File: config.mk
export PLATFORM = sky130hd
export DESIGN_NAME = demux_1to32_reg
export DESIGN_NICKNAME = d
export VERILOG_FILES = /design/src/rtl/demux_1to32_reg.sv
export SDC_FILE = /design/constraint.sdc
export NUM_CORES = 1
export LEC_CHECK = 0
export ABC_AREA = 1
export CORE_AREA = 2 2 428 430
export CTS_CLUSTER_DIAMETER = 50
export CTS_CLUSTER_SIZE = 40
export DETAILED_ROUTE_END_ITERATION = 12
export DIE_AREA = 0 0 430 432
export PLACE_DENSITY = 0.52
export REMOVE_ABC_BUFFERS = 1
export SLEW_MARGIN = 20
export SYNTH_ARGS = -nofsm -noshare
export SYNTH_HDL_FRONTEND = slang
export SYNTH_SLANG_ARGS = --single-unit
File: constraint.sdc
create_clock -name clk -period 4.5 [get_ports clk]
set_clock_uncertainty 0.1 [all_clocks]
set_input_delay 0.45 -clock clk [delete_from_list [all_inputs] [get_ports clk]]
set_output_delay 0.45 -clock clk [all_outputs]
set_load 0.05 [all_outputs]
File: src/rtl/demux_1to32_reg.sv
// demux_1to32_reg: registered 1-to-N word demultiplexer with addressed and auto-sequence modes
//   clk          rising-edge clock
//   rst_n        asynchronous active-low reset
//   x_i          input data word
//   s_i          destination select (addressed mode)
//   valid_i      x_i holds a valid word
//   ready_o      block accepts a word this cycle
//   mode_i       0 = addressed (s_i), 1 = auto-sequence (ptr)
//   clr_i        synchronous pointer/frame clear
//   y_o          held channel registers, channel k at [k*WIDTH +: WIDTH]
//   strobe_o     one-hot pulse on the channel written
//   ptr_o        current auto-sequence pointer
//   frame_done_o pulse after the last word of an auto frame
module demux_1to32_reg #(
  parameter int WIDTH = 32,
  parameter int N     = 32,
  parameter int SEL_W = 5
) (
  input  logic               clk,
  input  logic               rst_n,
  input  logic [WIDTH-1:0]   x_i,
  input  logic [SEL_W-1:0]   s_i,
  input  logic               valid_i,
  output logic               ready_o,
  input  logic               mode_i,
  input  logic               clr_i,
  output logic [N*WIDTH-1:0] y_o,
  output logic [N-1:0]       strobe_o,
  output logic [SEL_W-1:0]   ptr_o,
  output logic               frame_done_o
);
  typedef enum logic [1:0] {IDLE, FILL, DONE} state_t;
  state_t             state_q;
  logic [N*WIDTH-1:0] y_q;
  logic [N-1:0]       strobe_q;
  logic [SEL_W-1:0]   ptr_q;
  logic               frame_done_q;
  logic               acc;
  logic [SEL_W-1:0]   dest;
  assign ready_o      = (state_q != DONE) && !clr_i;
  assign acc          = valid_i && ready_o;
  assign dest         = mode_i ? ptr_q : s_i;
  assign y_o          = y_q;
  assign strobe_o     = strobe_q;
  assign ptr_o        = ptr_q;
  assign frame_done_o = frame_done_q;
  always_ff @(posedge clk or negedge rst_n) begin
    if (!rst_n) begin
      state_q      <= IDLE;
      y_q          <= '0;
      strobe_q     <= '0;
      ptr_q        <= '0;
      frame_done_q <= 1'b0;
    end else begin
      strobe_q     <= '0;
      frame_done_q <= 1'b0;
      if (clr_i) begin
        ptr_q   <= '0;
        state_q <= IDLE;
      end else if (state_q == DONE) begin
        state_q <= IDLE;
      end else if (acc) begin
        y_q[dest*WIDTH +: WIDTH] <= x_i;
        strobe_q[dest]           <= 1'b1;
        // addressed writes leave the frame pointer and state untouched, even mid-frame
        if (mode_i) begin
          if (ptr_q == SEL_W'(N-1)) begin
            ptr_q        <= '0;
            state_q      <= DONE;
            frame_done_q <= 1'b1;
          end else begin
            ptr_q   <= ptr_q + 1'b1;
            state_q <= FILL;
          end
        end
      end
    end
  end
endmodule

==> out/metrics.cfg <==
[status]
status=finished, final reports clean

[synth]
synth_seq_cells=1064
postSynthCellCount=4699
netlist-cell-type-count=24
synth-warning-count=0
post_synth.cell_area_avg_sq_um=9.06
syn_area_sq_um=42600
yosysSeqAreaShare_pct=62.5

[final_layout]
syn2layout_area_growth_pct=45.5
post_route_cells_drive_above_1_share_pct=8.23
fin_area_sq_um=62000
final_common_cell=sky130_fd_sc_hd__nand2_1
layout.nets=5820
highest_count_cells_in_the_layout_ignoring_fill_and_taps=sky130_fd_sc_hd__nand2_1, sky130_fd_sc_hd__clkdlybuf4s50_1, sky130_fd_sc_hd__dfrtp_1
fillers=18600
fin_cells=8270

[detailed_routing]
wirelength_mm=222
residual_drc_count=0
detailroute.wirelength.met2_mm=102
highest_metal_layer_with_signal_wires=met5
drt_iter0_drc=3314
detail-route-antenna-nets=0
wl_met1_mm=90.3
vias=39400
detail_route.vias_per_cell=4.76
dr.pass1.iters=5
met3_wirelength_mm=15.8
wire_per_inst_microns=26.8

[clocking]
post_cts_clock_slew_at_the_launch_and_capture_registers_of_the_worst_setup_and_hold_paths_ns=0.07
ctsHoldBuffers=1
clkSinkCount=1064
clock_tree.buffer_depth=3
tritoncts=done
post_cts_resized=0
cts_buffers=135
clock-root-buffer=sky130_fd_sc_hd__clkbuf_16
clock_tree.htree_level_count=4
insertion_delay_to_the_later_sink_of_the_worst_skew_pair_ns=0.78
cts_post_setup_buffers_inserted=0

[critical_path]
cp-start-kind=flip-flop
startpoint=ptr_o[1]$_DFFE_PN0P_
setup_crit_end=y_o[970]$_DFFE_PN0P_
critPathArrivalTime_ns=3.96
worst_path_class_setup=flip-flop to flip-flop
worstReg2RegEnd=y_o[970]$_DFFE_PN0P_
required_ns=5.03
worst-r2r-setup-slack_ns=1.07
timing.critical_path.to_type=flip-flop
cells_on_worst_reg2reg_path=16
worst-path-max-fanout=64
source_of_the_worst_register_to_register_timing_path=ptr_o[1]$_DFFE_PN0P_

[floorplanning]
die_area_sq_um=186000
dieWidth_microns=430
die_y_microns=432
row_count=157
core_sq_um=182000
effective_utilization_at_floorplan_pct=23.4
io_pins=1105

[sta]
fin_ws_ns=1.07
rsz0062_at_grt=no
finalHoldViolCount=0
ratio_of_final_minimum_period_to_clock_period_pct=76.3
max_freq_mhz=291
timing.final.crit_period_ns=3.43
totalNegativeSetupSlack_ns=0
worst_slew_margin_rel_pct=25.6
setup_viol=0
worst_pin_slew_ns=1.11
timing.final.max_slew_violations=0

[global_routing]
number_of_global_route_vias_before_repair=38600
global_route.overflow_total=0
global_routing_usage_summed_across_all_routing_layers_pct=23.3
global_route_wire_length_before_repair_mm=309
antenna_found_initial=10
largest_net_degree_at_the_start_of_global_routing=111

[placed_design]
dpl_cell_area_sq_um=57200
numPortBuffers=1104
post-place-cells=8018
routabilityCongestion=0.897
pre_cts_slack_ns=0.294
dpl.hpwl_mm=160

[pwr]
pwr_density_cell_nw_per_um2=430
p_leak_nw=26.7
max-vdd-ir-drop_mv=0.333

[hold_path]
hold_path.class=primary input to flip-flop

[job]
cap_viol_max_count=0

## cells in the mapped netlist, drive strengths merged
master  number  area share (%)
nand2     1616              14
dfrtp     1064              63
o21ai      738             8.7
nand4      325             4.8
nor2       312             2.9
clkbuf     206             1.8
inv        152             1.3
buf        143             1.6
nand3      129             1.6
ha           7            0.21
a21oi        3           0.035
nor4         2           0.029
a31o         1           0.021
xor2         1           0.065
## logic make-up after synthesis
group           synth area share [%]
compound gates                  8.74
xor+xnor                      0.0646
fa+ha+maj                      0.206
buf+inv                         4.79
flops                           62.5
simple gates                    23.7
## power by group
part | leakage (nW) | switching, mW | internal, mW
sequential | 14.8 | 0.249 | 9.93
clock | 2.30 | 4.97 | 6.61
combinational | 9.60 | 3.70 | 1.18
## layer usage
layer | track usage [%] | vias up
met5 | 0 | -
met1 | 29.2 | 19600
met4 | 12.8 | 6
met3 | 5.83 | 454
met2 | 37.0 | 1624
li1 | - | 17700
## worst min path at each step
stage               slack (ns)                endpoint  cells past startpoint            startpoint
floorplan                 0.05  frame_done_o$_DFF_PN0_                      0                 rst_n
global placement          0.35    y_o[647]$_DFFE_PN0P_                      2  y_o[647]$_DFFE_PN0P_
detailed placement        0.36    y_o[284]$_DFFE_PN0P_                      2  y_o[284]$_DFFE_PN0P_
CTS                       0.08    ptr_o[3]$_DFFE_PN0P_                      2                 clr_i
global route              0.11     y_o[19]$_DFFE_PN0P_                      3               x_i[19]
finish                    0.11     y_o[19]$_DFFE_PN0P_                      3               x_i[19]
## registers in the layout, summed over array words and instances, names as in the netlist
| signal | flops |
|---|---|
| frame_done_o | 1 |
| strobe_o | 32 |
| y_o | 1024 |
| ptr_o | 5 |
| state_q | 2 |
## critical path: stages (launching register included)
cell and delay [ns]:
sky130_fd_sc_hd__dfrtp_1 0.45, sky130_fd_sc_hd__nand2_1 0.09, sky130_fd_sc_hd__nand2_2 0.12, sky130_fd_sc_hd__inv_1 0.09, sky130_fd_sc_hd__ha_4 0.16, sky130_fd_sc_hd__inv_1 0.10, sky130_fd_sc_hd__nor2_4 0.06, sky130_fd_sc_hd__inv_2 0.10
sky130_fd_sc_hd__nor2_1 0.05, sky130_fd_sc_hd__ha_1 0.33, sky130_fd_sc_hd__inv_1 0.15, sky130_fd_sc_hd__nand3_2 0.18, sky130_fd_sc_hd__nor2_4 0.32, sky130_fd_sc_hd__buf_4 0.22, sky130_fd_sc_hd__nand2_4 0.37, sky130_fd_sc_hd__nand2_1 0.19
sky130_fd_sc_hd__o21ai_1 0.09
## stage by stage
step	power, mW	hold slack [ns]	util, %
floorplan	12.7	0.0544	-
global placement	15.3	0.353	31.5
detailed placement	15.3	0.357	31.5
CTS	27.0	0.0760	34.1
global route	27.6	0.115	34.1
finish	26.6	0.107	34.1
## area by class of cell
class	count	area (sq um)	share of cell area, %
sequential	1064	26600	43.0
antenna	5	12.5	0.0202
timing repair buffer	1284	12900	20.8
multi-input combinational	3134	14100	22.7
clock inverter	91	1120	1.81
clock buffer	155	3640	5.87
tap	2385	2980	4.82
inverter	152	592	0.955
Note: power is estimated with default switching activity, not from simulation.
